File: src/rtl/clks_alot_p.sv
// Shared types and defaults for the multi-channel pausable clock generator.
package clks_alot_p;

    localparam int unsigned DEFAULT_RATE_COUNTER_WIDTH = 16;
    localparam int unsigned LOCK_COUNT_WIDTH           = 4;

    typedef enum logic [1:0] {
        RUNNING,
        PAUSE_PENDING,
        PAUSED,
        RESUME_PENDING
    } pause_state_e;

    typedef struct packed {
        logic                                  pause_active;
        logic [DEFAULT_RATE_COUNTER_WIDTH-1:0] pause_duration;
        logic                                  locked;
    } channel_status_s;

    typedef struct packed {
        logic rise;
        logic fall;
    } channel_events_s;

endpackage

File: src/rtl/pausable_clock_channel.sv
// One clock channel: half-period divider, lock counter, glitch-free pause FSM
// and pause-duration counter.
module pausable_clock_channel
    import clks_alot_p::*;
#(
    parameter int unsigned RATE_COUNTER_WIDTH = DEFAULT_RATE_COUNTER_WIDTH,
    parameter int unsigned LOCK_TOGGLES       = 2
) (
    input  logic                          clk,
    input  logic                          rst_n,
    input  logic                          clk_en,
    input  logic                          generation_en,
    input  logic                          init,
    input  logic                          starting_polarity,
    input  logic [RATE_COUNTER_WIDTH-1:0] half_period,
    input  logic                          pause_en,
    input  logic                          pause_polarity,
    output logic                          unpausable_clk,
    output logic                          pausable_clk,
    output channel_events_s               events,
    output logic                          pause_active,
    output logic [RATE_COUNTER_WIDTH-1:0] pause_duration,
    output logic                          locked
);

    localparam int unsigned W  = RATE_COUNTER_WIDTH;
    localparam int unsigned LW = LOCK_COUNT_WIDTH;

    pause_state_e    state_q, state_d;
    logic [W-1:0]    cnt_q, cnt_d;
    logic [W-1:0]    dur_d;
    logic [W-1:0]    terminal;
    logic [LW-1:0]   tcnt_q, tcnt_d;
    logic            unp_d, pau_d, active_d, locked_d, tog;
    channel_events_s events_d;

    // State and registered outputs advance only on enabled cycles.
    always_ff @(posedge clk or negedge rst_n) begin
        if (!rst_n) begin
            state_q        <= RUNNING;
            cnt_q          <= '0;
            tcnt_q         <= '0;
            unpausable_clk <= 1'b0;
            pausable_clk   <= 1'b0;
            events         <= '0;
            pause_active   <= 1'b0;
            pause_duration <= '0;
            locked         <= 1'b0;
        end else if (clk_en) begin
            state_q        <= state_d;
            cnt_q          <= cnt_d;
            tcnt_q         <= tcnt_d;
            unpausable_clk <= unp_d;
            pausable_clk   <= pau_d;
            events         <= events_d;
            pause_active   <= active_d;
            pause_duration <= dur_d;
            locked         <= locked_d;
        end else begin
            events         <= '0;
        end
    end

    always_comb begin
        state_d  = state_q;
        cnt_d    = cnt_q;
        tcnt_d   = tcnt_q;
        dur_d    = pause_duration;
        terminal = (half_period == '0) ? '0 : half_period - W'(1);
        tog      = generation_en && (cnt_q == terminal);
        unp_d    = unpausable_clk ^ tog;
        pau_d    = unp_d;

        if (generation_en) begin
            cnt_d = tog ? '0 : cnt_q + W'(1);
        end
        if (tog && (tcnt_q < LW'(LOCK_TOGGLES))) begin
            tcnt_d = tcnt_q + LW'(1);
        end

        // Pause decisions look at the pre-toggle level so held phases never shrink.
        case (state_q)
            RUNNING: begin
                if (pause_en) begin
                    if (pausable_clk == pause_polarity) begin
                        state_d = PAUSED;
                        pau_d   = pausable_clk;
                    end else begin
                        state_d = PAUSE_PENDING;
                    end
                end
            end
            PAUSE_PENDING: begin
                if (!pause_en) begin
                    state_d = RUNNING;
                end else if (tog && (unp_d == pause_polarity)) begin
                    state_d = PAUSED;
                end
            end
            PAUSED: begin
                pau_d = pause_polarity;
                if (!pause_en) begin
                    state_d = RESUME_PENDING;
                end
            end
            RESUME_PENDING: begin
                pau_d = pause_polarity;
                if (pause_en) begin
                    state_d = PAUSED;
                end else if (tog && (unp_d != pause_polarity)) begin
                    state_d = RUNNING;
                    pau_d   = unp_d;
                end
            end
            default: state_d = RUNNING;
        endcase

        if ((state_q == PAUSED) || (state_q == RESUME_PENDING)) begin
            dur_d = (pause_duration != '1) ? pause_duration + W'(1) : pause_duration;
        end
        if ((state_q == RESUME_PENDING) && (state_d == RUNNING)) begin
            dur_d = '0;
        end

        // Restart wins over every other event on the same cycle.
        if (init) begin
            state_d = RUNNING;
            cnt_d   = '0;
            tcnt_d  = '0;
            dur_d   = '0;
            unp_d   = starting_polarity;
            pau_d   = starting_polarity;
        end

        active_d      = (state_d == PAUSED) || (state_d == RESUME_PENDING);
        locked_d      = !init && generation_en && (tcnt_d >= LW'(LOCK_TOGGLES));
        events_d.rise = !init && pau_d && !pausable_clk;
        events_d.fall = !init && !pau_d && pausable_clk;
    end

endmodule

File: src/rtl/multi_pausable_clock_gen.sv
// N independent pausable clock channels sharing a system clock and a common
// synchronous restart.
module multi_pausable_clock_gen
    import clks_alot_p::*;
#(
    parameter int unsigned NUM_CHANNELS       = 4,
    parameter int unsigned RATE_COUNTER_WIDTH = DEFAULT_RATE_COUNTER_WIDTH,
    parameter int unsigned LOCK_TOGGLES       = 2
) (
    input  logic                                       clk,
    input  logic                                       async_rst_n,
    input  logic                                       clk_en,
    input  logic [NUM_CHANNELS-1:0]                    generation_en_i,
    input  logic [NUM_CHANNELS-1:0]                    init_i,
    input  logic                                       sync_init_i,
    input  logic [NUM_CHANNELS-1:0]                    starting_polarity_i,
    input  logic [NUM_CHANNELS*RATE_COUNTER_WIDTH-1:0] half_period_i,
    input  logic [NUM_CHANNELS-1:0]                    pause_en_i,
    input  logic [NUM_CHANNELS-1:0]                    pause_polarity_i,
    output logic [NUM_CHANNELS-1:0]                    unpausable_clk_o,
    output logic [NUM_CHANNELS-1:0]                    pausable_clk_o,
    output logic [NUM_CHANNELS-1:0]                    rise_o,
    output logic [NUM_CHANNELS-1:0]                    fall_o,
    output logic [NUM_CHANNELS-1:0]                    pause_active_o,
    output logic [NUM_CHANNELS*RATE_COUNTER_WIDTH-1:0] pause_duration_o,
    output logic [NUM_CHANNELS-1:0]                    locked_o
);

    localparam int unsigned W = RATE_COUNTER_WIDTH;

    channel_events_s events [NUM_CHANNELS];

    for (genvar c = 0; c < NUM_CHANNELS; c++) begin : g_channel
        pausable_clock_channel #(
            .RATE_COUNTER_WIDTH (W),
            .LOCK_TOGGLES       (LOCK_TOGGLES)
        ) u_channel (
            .clk               (clk),
            .rst_n             (async_rst_n),
            .clk_en            (clk_en),
            .generation_en     (generation_en_i[c]),
            .init              (init_i[c] | sync_init_i),
            .starting_polarity (starting_polarity_i[c]),
            .half_period       (half_period_i[c*W +: W]),
            .pause_en          (pause_en_i[c]),
            .pause_polarity    (pause_polarity_i[c]),
            .unpausable_clk    (unpausable_clk_o[c]),
            .pausable_clk      (pausable_clk_o[c]),
            .events            (events[c]),
            .pause_active      (pause_active_o[c]),
            .pause_duration    (pause_duration_o[c*W +: W]),
            .locked            (locked_o[c])
        );

        assign rise_o[c] = events[c].rise;
        assign fall_o[c] = events[c].fall;
    end

endmodule

File: config.mk
export PLATFORM = sky130hd
export DESIGN_NAME = multi_pausable_clock_gen
export DESIGN_NICKNAME = d
export VERILOG_FILES = /design/src/rtl/clks_alot_p.sv /design/src/rtl/pausable_clock_channel.sv /design/src/rtl/multi_pausable_clock_gen.sv
export SDC_FILE = /design/constraint.sdc
export NUM_CORES = 1
export LEC_CHECK = 0
export BUFFER_PORTS_ARGS = -buffer_cell sky130_fd_sc_hd__clkbuf_2
export CAP_MARGIN = 20
export CORE_ASPECT_RATIO = 1.1
export CORE_MARGIN = 2
export CORE_UTILIZATION = 47
export DETAILED_ROUTE_END_ITERATION = 8
export PLACE_DENSITY_LB_ADDON = 0.3
export SLEW_MARGIN = 10
export SYNTH_ARGS = -nofsm -noshare
export SYNTH_HDL_FRONTEND = slang
export SYNTH_HIERARCHICAL = 1
export SYNTH_SLANG_ARGS = --single-unit
File: constraint.sdc
create_clock -name clk -period 3.5 [get_ports clk]
set_input_delay 0.175 -clock clk [delete_from_list [all_inputs] [get_ports clk]]
set_output_delay 0.175 -clock clk [all_outputs]
set_load 0.01 [all_outputs]
# After elaboration in Yosys (flattened, before gate mapping)
# Cells that the tools add are included.
[totals]
reg_bits = 176
inputBits = 88
[op_classes]
n_eq_ne = 40
addsub = 16
n_reduce_logical = 96
muxes = 108
order_cmp = 8
bitwise = 8
[op_table]
columns = ["cell", "count"]
rows = [
  ["16-bit two-way mux", 32],
  ["16-bit by 1-bit adder with 16-bit output (second input constant)", 8],
  ["2-bit two-way mux", 36],
  ["16-bit == test", 4],
  ["16-bit zero test", 4],
  ["16-bit inequality test (second input constant)", 4],
  ["16-bit by 1-bit subtractor with 16-bit output (second input constant)", 4],
  ["1-bit logical AND", 44],
  ["2-bit == test (second input constant)", 16],
  ["4-bit two-way mux", 8],
  ["2-bit one-hot mux with 4 select lines", 4],
  ["1-bit two-way mux", 24],
  ["3-bit nonzero test", 8],
  ["4-bit by 1-bit adder with 4-bit output (second input constant)", 4],
  ["4-bit by 2-bit >= comparator with 1-bit output (second input constant)", 4],
  ["2-bit zero test", 8],
  ["4-bit by 2-bit < comparator with 1-bit output (second input constant)", 4],
  ["1-bit zero test", 12],
  ["1-bit one-hot mux with 3 select lines", 4],
  ["3-bit AND reduction", 4],
  ["1-bit == test", 8],
  ["2-bit by 1-bit == test with 1-bit output (second input constant)", 4],
  ["1-bit logical OR", 8],
  ["2-bit AND reduction", 4],
  ["4 further kinds", 16],
]

# Depth between registers and ports, before layout
# Gate-level depths: netlist (run 1).
[logic_depth]
ltp_word = 15
ltp_mapped = 14

# Cells and area by module
# Netlist (run 1), hierarchy kept.
[by_module_without_submodules]
columns = ["module", "area_per_inst_um2", "seq_area_each_um2", "instances", "cells_per_inst"]
rows = [
  ["pausable_clock_channel at g_channel[0].u_channel ...", 3261.9, 1101.1, 3, 410],
  ["pausable_clock_channel at g_channel[3].u_channel", 3316.9, 1101.1, 1, 376],
  ["multi_pausable_clock_gen", 25.0, 0.0, 1, 4],
]

# Worst setup path before layout (run 1)
# No wires, ideal clock.
[synth_timing]
path_kind = "input-to-reg"
from = "in half_period_i[0]"
to = "reg g_channel[0].u_channel.pause_duration[2]"
arrival_time_ns = 3.211
setup_slack_ns = 0.161
setup_time_ns = 0.128
stages = 12
path_buffers = 1
t_required_ns = 3.372
path_cell_list = "inv_1 ha_1 or3b_1 clkbuf_1 xnor2_1 nor2_1 or4b_1 or4_1 nor4_4 nand4_1 nand3_2 o22ai_1"
[synth_via]
elab_chain_len = 14
elab_cells_between_ends = 22
classes_between = "1 x add/sub; 3 x eq/ne; 8 x mux; 1 x bitwise; 9 x reduce/logical"
[synth_lines]
columns = ["element", "line_no", "rtl"]
rows = [
  ["from (decl)", "multi_pausable_clock_gen.sv:17", "input logic [NUM_CHANNELS*RATE_COUNTER_WIDTH-1:0] half_period_i,"],
  ["16-bit by 1-bit subtractor with 16-bit output / 16-bit zero test (equally long branches)", "pausable_clock_channel.sv:69", "terminal = (half_period == '0) ? '0 : half_period - W'(1);"],
  ["16-bit two-way mux *", "pausable_clock_channel.sv:69", ""],
  ["16-bit == test *", "pausable_clock_channel.sv:70", "tog = generation_en && (cnt_q == terminal);"],
  ["1-bit logical AND *", "pausable_clock_channel.sv:70", ""],
  ["1-bit bitwise XOR", "pausable_clock_channel.sv:71", "unp_d = unpausable_clk ^ tog;"],
  ["1-bit inequality test / 1-bit == test (equally long branches)", "pausable_clock_channel.sv:110, pausable_clock_channel.sv:96", ""],
  ["1-bit logical AND, on equally long branches", "pausable_clock_channel.sv:110, pausable_clock_channel.sv:96", ""],
  ["2-bit two-way mux, on equally long branches", "pausable_clock_channel.sv:110, pausable_clock_channel.sv:96", ""],
  ["2-bit two-way mux, on equally long branches", "pausable_clock_channel.sv:108, pausable_clock_channel.sv:94", ""],
  ["2-bit one-hot mux with 4 select lines *", "pausable_clock_channel.sv:82", "case (state_q)"],
  ["2-bit zero test *", "pausable_clock_channel.sv:121", "if ((state_q == RESUME_PENDING) && (state_d == RUNNING)) begin"],
  ["1-bit logical AND *", "pausable_clock_channel.sv:121", ""],
  ["3-bit nonzero test (no source line) / 16-bit two-way mux (equally long branches)", "--", ""],
  ["3-bit AND reduction (no source line) / 16-bit two-way mux (equally long branches)", "--", ""],
  ["to (signal assigned)", "pausable_clock_channel.sv:57", "pause_duration <= dur_d;"],
  ["to (decl)", "pausable_clock_channel.sv:22", "output logic [RATE_COUNTER_WIDTH-1:0] pause_duration,"],
]
# Mark *: on every way between the ends. The rest lies on a longest branch, timed or not.
# A chain may end at the register's enable or synchronous reset.

# Worst setup path after layout (run 1)
[layout_timing]
from = "reg g_channel[2].u_channel.cnt_q[9]"
to = "reg g_channel[2].u_channel.cnt_q[14]"
[layout_via]
elab_chain_len = 5
elab_cells_between_ends = 6
classes_between = "1 x add/sub; 1 x eq/ne; 3 x mux; 1 x reduce/logical"
[layout_lines]
columns = ["element", "line_no", "rtl"]
rows = [
  ["from (decl)", "pausable_clock_channel.sv:30", "logic [W-1:0] cnt_q, cnt_d;"],
  ["from (signal assigned)", "pausable_clock_channel.sv:51", "cnt_q <= cnt_d;"],
  ["branches (longest 2 deep; another with 16-bit by 1-bit adder with 16-bit output)", "--", ""],
  ["16-bit two-way mux *", "pausable_clock_channel.sv:75", "cnt_d = tog ? '0 : cnt_q + W'(1);"],
  ["16-bit two-way mux *", "pausable_clock_channel.sv:74", "if (generation_en) begin"],
  ["16-bit two-way mux *", "pausable_clock_channel.sv:126", "if (init) begin"],
]
# Mark *: on every way between the ends. The select of a mux whose other input is x is not followed.

==> results of run 1 <==
==> synth_stat cells (29+ instances only) <==
cell	count	area share, %
nand2_1	148	4.2
a21oi_1	83	3.2
nand4_1	48	2.3
xnor2_1	46	3.1
o21ai_0	126	4.8
a31oi_1	39	1.9
clkbuf_1	54	1.5
nor3_1	63	2.4
nand2b_1	29	1.4
inv_1	62	1.8
nand3_1	84	3.2
and3_1	65	3.1
dfrtp_1	176	34
nor2_1	96	2.7
==> path summary, 6_finish.rpt <==
| path | slack [ps] | start | to | cells past startpoint |
|---|---|---|---|---|
| hold reg to reg | 490 | g_channel[1].u_channel/tcnt_q[3] | g_channel[1].u_channel/tcnt_q[3] | 1 |
| min in group asynchronous | 360 | async_rst_n | g_channel[3].u_channel/pause_duration[8] | 2 |
| hold / removal | 40 | starting_polarity_i[0] | g_channel[0].u_channel/pausable_clk | 3 |
| max in group asynchronous | 2160 | async_rst_n | g_channel[1].u_channel/cnt_q[0] | 3 |
| setup reg to reg | 260 | g_channel[2].u_channel/cnt_q[9] | g_channel[2].u_channel/cnt_q[14] | 9 |
| setup / recovery | 260 | g_channel[2].u_channel/cnt_q[9] | g_channel[2].u_channel/cnt_q[14] | 9 |
==> metal layers <==
metal	vias to the layer above	track usage, %
li1	6512	-
met1	6636	33.56
met2	420	42.60
met3	32	5.066
met4	0	5.973
met5	-	0
==> cell families after synthesis <==
group,count (synthesis),synth area share (%)
AOI/OAI and AO/OA,463,22.78
xor gates and xnor gates,73,4.870
adders and majority gates,16,1.525
buffers and inverters,134,4.117
DFF,176,33.55
muxes,26,2.030
and+or+nand+nor,722,31.13
==> critical path, delay by kind of cell (launching register included) <==
kind,cells,cell delay [ps]
AO/OA/AOI/OAI,3,530
buffers and inverters,1,280
flip-flops,1,470
XOR/XNOR,1,220
AND/OR/NAND/NOR,4,1620
==> power by group <==
part	switching, mW	internal (mW)	leakage (nW)
Combinational	0.439	0.275	3.89
Sequential	0.0637	2.06	2.43
Clock	0.859	1.23	0.311
Total	1.36	3.57	6.63
==> repair_timing <==
item                                   4_1_cts  5_1_grt
endpoints found under the hold margin       89        0
resized for setup                            0        1
hold buffers                                 1        0
setup endpoints to repair                    0       10
==> state kept, by name, summed over array words and instances (netlist names) <==
name	flops
g_channel.u_channel/cnt_q	64
g_channel.u_channel/pause_active	4
g_channel.u_channel/tcnt_q	16
g_channel.u_channel/locked	4
g_channel.u_channel/state_q	8
g_channel.u_channel/events	8
g_channel.u_channel/pausable_clk	4
g_channel.u_channel/pause_duration	64
g_channel.u_channel/unpausable_clk	4
==> layout make-up <==
type,count,area [sq um],area share (%)
Clock buffer,19,442.9,2.856
Sequential cell,176,4404,28.40
Clock inverter,13,200.2,1.291
Multi-Input combinational cell,1300,8190,52.81
Inverter,63,236.5,1.525
Tap cell,363,454.2,2.929
Timing Repair Buffer,264,1580,10.19
==> summary.md, run 1 <==
| Metric | Value |
|---|---|
| Run status | `finished clean` |
| Util after Layout | `56.14%` |
| Die height | `179.3 um` |
| Cells after Synth | `1610` |
| Vias per cell | `6.187` |
| Slew Limit Headroom | `31.89%` |
| Setup TNS | `0 ps` |
| Peak supply drop | `0.2577 mV` |
| Die W | `163.4 um` |
| Ys Warns | `6` |
| Clk buf depth | `2` |
| Layout fillers | `2609` |
| Cell Count, Final, Fillers Out | `2198` |
| Share of cells above drive strength 1 | `18.69%` |
| Initial Util | `47.52%` |
| Max_cap viols | `0` |
| CP max stage delay | `570 ps` |
| Met1 WL | `16800 um` |
| Unrepaired setup endpoints after global routing | `no` |
| Met3 wire len | `2245 um` |
| PortBufs | `175` |
| DRT Pass-1 Iters | `7` |
| Crit path kind | `flip-flop to flip-flop` |
| Total gr overflow | `0` |
| Post-route ant nets | `0` |
| TritonCTS clock tree | `done` |
| Crit path DAT | `3550 ps` |
| # DRC | `0` |
| CP max FO | `17` |
| Dpl ws | `-89.03 ps` |
| Clock root buffer | `clkbuf_16` |
| Vias in the first global route | `12550` |
| Synth unique cells | `75` |
| Post-synth EDFFs | `0` |
| Sink Count | `176` |
| Initial antenna violation count | `0` |
| Least-Margin Pin Slew | `1015 ps` |
| Predominant post-synthesis flop cell | `dfrtp_1` |
| Setup violators final | `0` |
| Leak Pwr | `6.630 nW` |
| Clk_lat worst skew | `430 ps` |
| Slowest library cell on the worst path | `or4_1` |
| Setup WS post-layout | `259.3 ps` |
| Sequential area share after synthesis | `33.55%` |
| Most frequent cells in the layout | `dfrtp_1 (176), clkbuf_2 (174), nand2_1 (148)` |
| Syn Area/Cell | `8.154 sq um` |
| First-pass GRT wire length | `61450 um` |
| Die area | `29290 sq um` |
| Top sig layer | `met4` |
| Min-delay worst type | `input pin to flip-flop` |
| I/O Pins | `176` |
| Total track usage | `25.33%` |
| Critical path startpoint category | `flip-flop` |
| Largest net degree at the start of global routing | `92` |
| Placed insts | `2165` |
| Final min period | `3241 ps` |
| Register bit total from synthesis | `176` |
| PwrDens | `318.0 nW/um^2` |
| Most common cell after layout, fill and taps aside | `dfrtp_1` |
| Post-CTS Setup Repair Bufs | `0` |
| Fin area | `15510 sq um` |
| Iteration-0 DRC count of the detailed router | `1150` |
| Hpwl dp | `27670 um` |
| Synthesized area | `13130 sq um` |
| Final hold violations | `0` |
| Clock skew | `13.56 ps` |
| CTS clk-pin slew, worst paths | `70 ps` |
| Critical-path cell list | `xnor2_2, o221ai_1, a31oi_1, or4b_1, or4_1, nor4_4, buf_4, nor2_1, a22o_1` |
| Post-synth ARST share | `100.0%` |
| Final Max Tran Viols | `0` |
| Layout area overhead | `18.14%` |
| F_max | `0.3086 GHz` |
| Wirelength per Cell | `17.12 um` |
| Placer Congestion | `0.9420` |
| PnR Total Power | `4.932 mW` |
| Hold WS | `42.67 ps` |
| Crit end category | `flip-flop` |
| Number of buffers created by CTS | `17` |
| Syn_nets | `1714` |
| Met2 WL | `18060 um` |
| WL final | `37630 um` |
| H-tree Lvls | `4` |
| Final net count | `1926` |
| # rows | `64` |
| # diodes | `0` |
| Total number of vias | `13600` |
| Worst path required time | `3810 ps` |
| Total core area | `27630 sq um` |
| Cell Area, Placed | `14850 sq um` |
| Final period util | `92.59%` |
(Power assumes the default switching activity.)
==> run 2, diff against run 1 <==
ABC_CLOCK_PERIOD_IN_PS = 3500   (was unset)
SLEW_MARGIN = 20   (was 10)
SYNTH_HIERARCHICAL = unset   (was 1)
==> summary.md, run 2 <==
| Metric | Value |
|---|---|
| Largest net degree at the start of global routing | `97` |
| H-tree Lvls | `4` |
| TritonCTS clock tree | `done` |
| CP max FO | `8` |
| Sw frac | `29.22%` |
| Die area | `29880 sq um` |
| Synth unique cells | `100` |
| Dpl ws | `-56.68 ps` |
| Post-synth ARST share | `100.0%` |
| Psw | `1.398 mW` |
| Final min period | `3156 ps` |
| # rows | `64` |
| Cell Area, Placed | `14970 sq um` |
| Final hold violations | `0` |
| Iteration-0 DRC count of the detailed router | `1059` |
| Dominant cell by count in the synthesized netlist | `dfrtp_1` |
| Die height | `181.1 um` |
| Pint | `3.387 mW` |
| Yosys top cell by area | `dfrtp_1` |
| Top cells by area, synth | `dfrtp_1 (33%), o21ai_0 (5.7%), nor2_1 (4.1%), nand3_1 (3.8%), a21oi_1 (3.8%)` |
| Initial Util | `47.95%` |
| Clk network pwr share | `39.2%` |
| Predominant post-synthesis flop cell | `dfrtp_1` |
| Vias per cell | `6.100` |
| Placed insts | `2206` |
| Critical path startpoint category | `flip-flop` |
| Critical-path cell list | `xor3_1, a2111oi_0, nor3_1, o31ai_1, nand3_1, buf_4, o21ai_0, nand3_1, a31oi_1, and4_1` |
| Leak Pwr | `6.750 nW` |
| Share of cells above drive strength 1 | `18.39%` |
| Worst hold start | `starting_polarity_i[2]` |
| Number of buffers created by CTS | `17` |
| PwrDens | `307.5 nW/um^2` |
| Placer Congestion | `0.9088` |
| Total number of vias | `13660` |
| Total core area | `27950 sq um` |
| CTS clk-pin slew, worst paths | `70 ps` |
| Crit path DAT | `3530 ps` |
| Worst path required time | `3870 ps` |
| Run status | `finished clean` |
| Most frequent cells in the layout | `dfrtp_1 (176), clkbuf_2 (174), o21ai_0 (152)` |
| Sequential share of power | `44.9%` |
| Synthesized area | `13400 sq um` |
| DRT Pass-1 Iters | `5` |
| Comb pwr share | `15.9%` |
| Hpwl dp | `27360 um` |
| Cells after Synth | `1685` |
| Crit end category | `flip-flop` |
| Cell Count, Final, Fillers Out | `2239` |
| Clk buf depth | `2` |
| Max_cap viols | `0` |
| CP most frequent cell | `nand3_1` |
| Area share of the leading cell type in the synthesized netlist | `32.87%` |
| Most common cell after layout, fill and taps aside | `dfrtp_1` |
| F_max | `0.3169 GHz` |
| Setup violators final | `0` |
| Flop2flop setup slack | `340 ps` |
| Fin area | `15560 sq um` |
| Syn_nets | `1789` |
| Initial antenna violation count | `1` |
| Wirelength per Cell | `16.54 um` |
| Cts hold-fix bufs | `1` |
| Largest registers | `g_channel.u_channel.cnt_q (64), g_channel.u_channel.pause_duration (64), g_channel.u_channel.tcnt_q (16)` |
| WL final | `37040 um` |
| Area of the multi-input gates | `8302 sq um` |
| CP max stage delay | `520 ps` |
| # diodes | `0` |
| Post-synth EDFFs | `0` |
| I/O Pins | `176` |
| Reg-to-Reg Start | `g_channel[3].u_channel.cnt_q[3]` |
| Most common library cells after synthesis | `dfrtp_1 (176), o21ai_0 (153), nor2_1 (147), nand2_1 (134), nand3_1 (103)` |
| Total gr overflow | `0` |
| Die W | `165.0 um` |
| Util after Layout | `55.68%` |
| Reg area | `4404 sq um` |
| Post-cts resize count | `0` |
| Crit path kind | `flip-flop to flip-flop` |
| PnR Total Power | `4.785 mW` |
| Clk_lat worst skew | `430 ps` |
| Clock skew | `10.45 ps` |
| # DRC | `0` |
| Register bit total from synthesis | `176` |
| First-pass GRT wire length | `61680 um` |
| Layout area overhead | `16.12%` |
| Syn Area/Cell | `7.953 sq um` |
| Sequential area share after synthesis | `32.87%` |
| Clock root buffer | `clkbuf_16` |
| Post-CTS Setup Repair Bufs | `0` |
| Sink Count | `176` |
| Post-route ant nets | `0` |
| Min-delay worst type | `input pin to flip-flop` |
| PortBufs | `175` |
| Unrepaired setup endpoints after global routing | `no` |
| Slowest library cell on the worst path | `dfrtp_1` |
| Total track usage | `24.75%` |
| Final net count | `1967` |
| Peak supply drop | `0.2889 mV` |
| Final Max Tran Viols | `0` |
| Least-Margin Pin Slew | `1041 ps` |
| Setup WS post-layout | `344.1 ps` |
| Vias in the first global route | `12830` |
| Layout fillers | `2576` |
| Final period util | `90.17%` |
| CP startpoint | `g_channel[3].u_channel.cnt_q[3]` |
| Slew Limit Headroom | `30.31%` |
| Ys Warns | `0` |
## run 2: cell types whose count changed in the layout (fill, tap and decap cells not counted), moves of 10 or more
cell,before,now
a21o_1,21,8
a21oi_1,83,102
nand2_1,148,134
nand3_1,84,103
nand4_1,48,29
nor2_1,96,147
nor3b_1,20,8
nor4_2,14,4
o21ai_0,126,152
o21bai_1,15,2
o221ai_1,10,0
o22ai_1,19,5
or3_1,12,30
or4_1,23,6
## run 2: cell type report
| class | count | share of cell area (%) |
|---|---|---|
| Sequential cell | 176 | 28.30 |
| Multi-Input combinational cell | 1349 | 53.35 |
| Timing Repair Buffer | 265 | 10.45 |
| Inverter | 54 | 1.303 |
| Clock buffer | 19 | 2.847 |
| Clock inverter | 13 | 0.8282 |
| Tap cell | 363 | 2.919 |
## run 2: cells by family (layout without fill, tap and decap cells)
logic type | Yosys count | count (layout) | synth area share [%]
and+or+nand+nor | 729 | 729 | 29.19
AOI/OAI and AO/OA | 496 | 496 | 23.56
DFF | 176 | 176 | 32.87
buffers and inverters | 160 | 351 | 5.294
xor gates and xnor gates | 77 | 77 | 5.247
muxes | 31 | 31 | 2.353
adders and majority gates | 16 | 16 | 1.494
## run 2: critical path, delay by kind of cell (launching register included)
family	cells	cell delay [ps]
AOI/OAI and AO/OA	4	1320
xor gates and xnor gates	1	360
buffers and inverters	1	200
DFF	1	520
and+or+nand+nor	4	700
## run 2: power by group through the flow
stage	clock network (mW)	logic, mW	registers (mW)
after floorplan	0	0.486	2.15
after global placement	0	0.739	2.19
after detailed placement	0	0.752	2.19
after CTS	1.93	0.757	2.15
after global routing	2.00	0.852	2.16
final	1.88	0.759	2.15
## run 2: path summary, 6_finish.rpt
check                                                           end  cells past startpoint
max in group asynchronous          g_channel[2].u_channel.events[1]                      3
min in group asynchronous  g_channel[3].u_channel.pause_duration[3]                      2
hold reg to reg                       g_channel[1].u_channel.locked                      1
setup reg to reg                   g_channel[3].u_channel.events[0]                     10
hold / removal                g_channel[2].u_channel.unpausable_clk                      3
setup / recovery                   g_channel[3].u_channel.events[0]                     10
## run 2: metal layers
layer,track usage [%],routed length (um),up-vias
li1,-,-,6619
met1,32.75,16610,6590
met2,41.57,17910,383
met3,3.329,1647,65
met4,8.139,854,2
met5,0,12,-
## run 2: per-stage QoR
stage	hold slack [ps]	TNS, ps
CTS	103.3	0
global route	128.8	0
floorplan	-120.6	0
detailed placement	298.4	-100.4
global placement	297.1	-20.56
finish	111.0	0
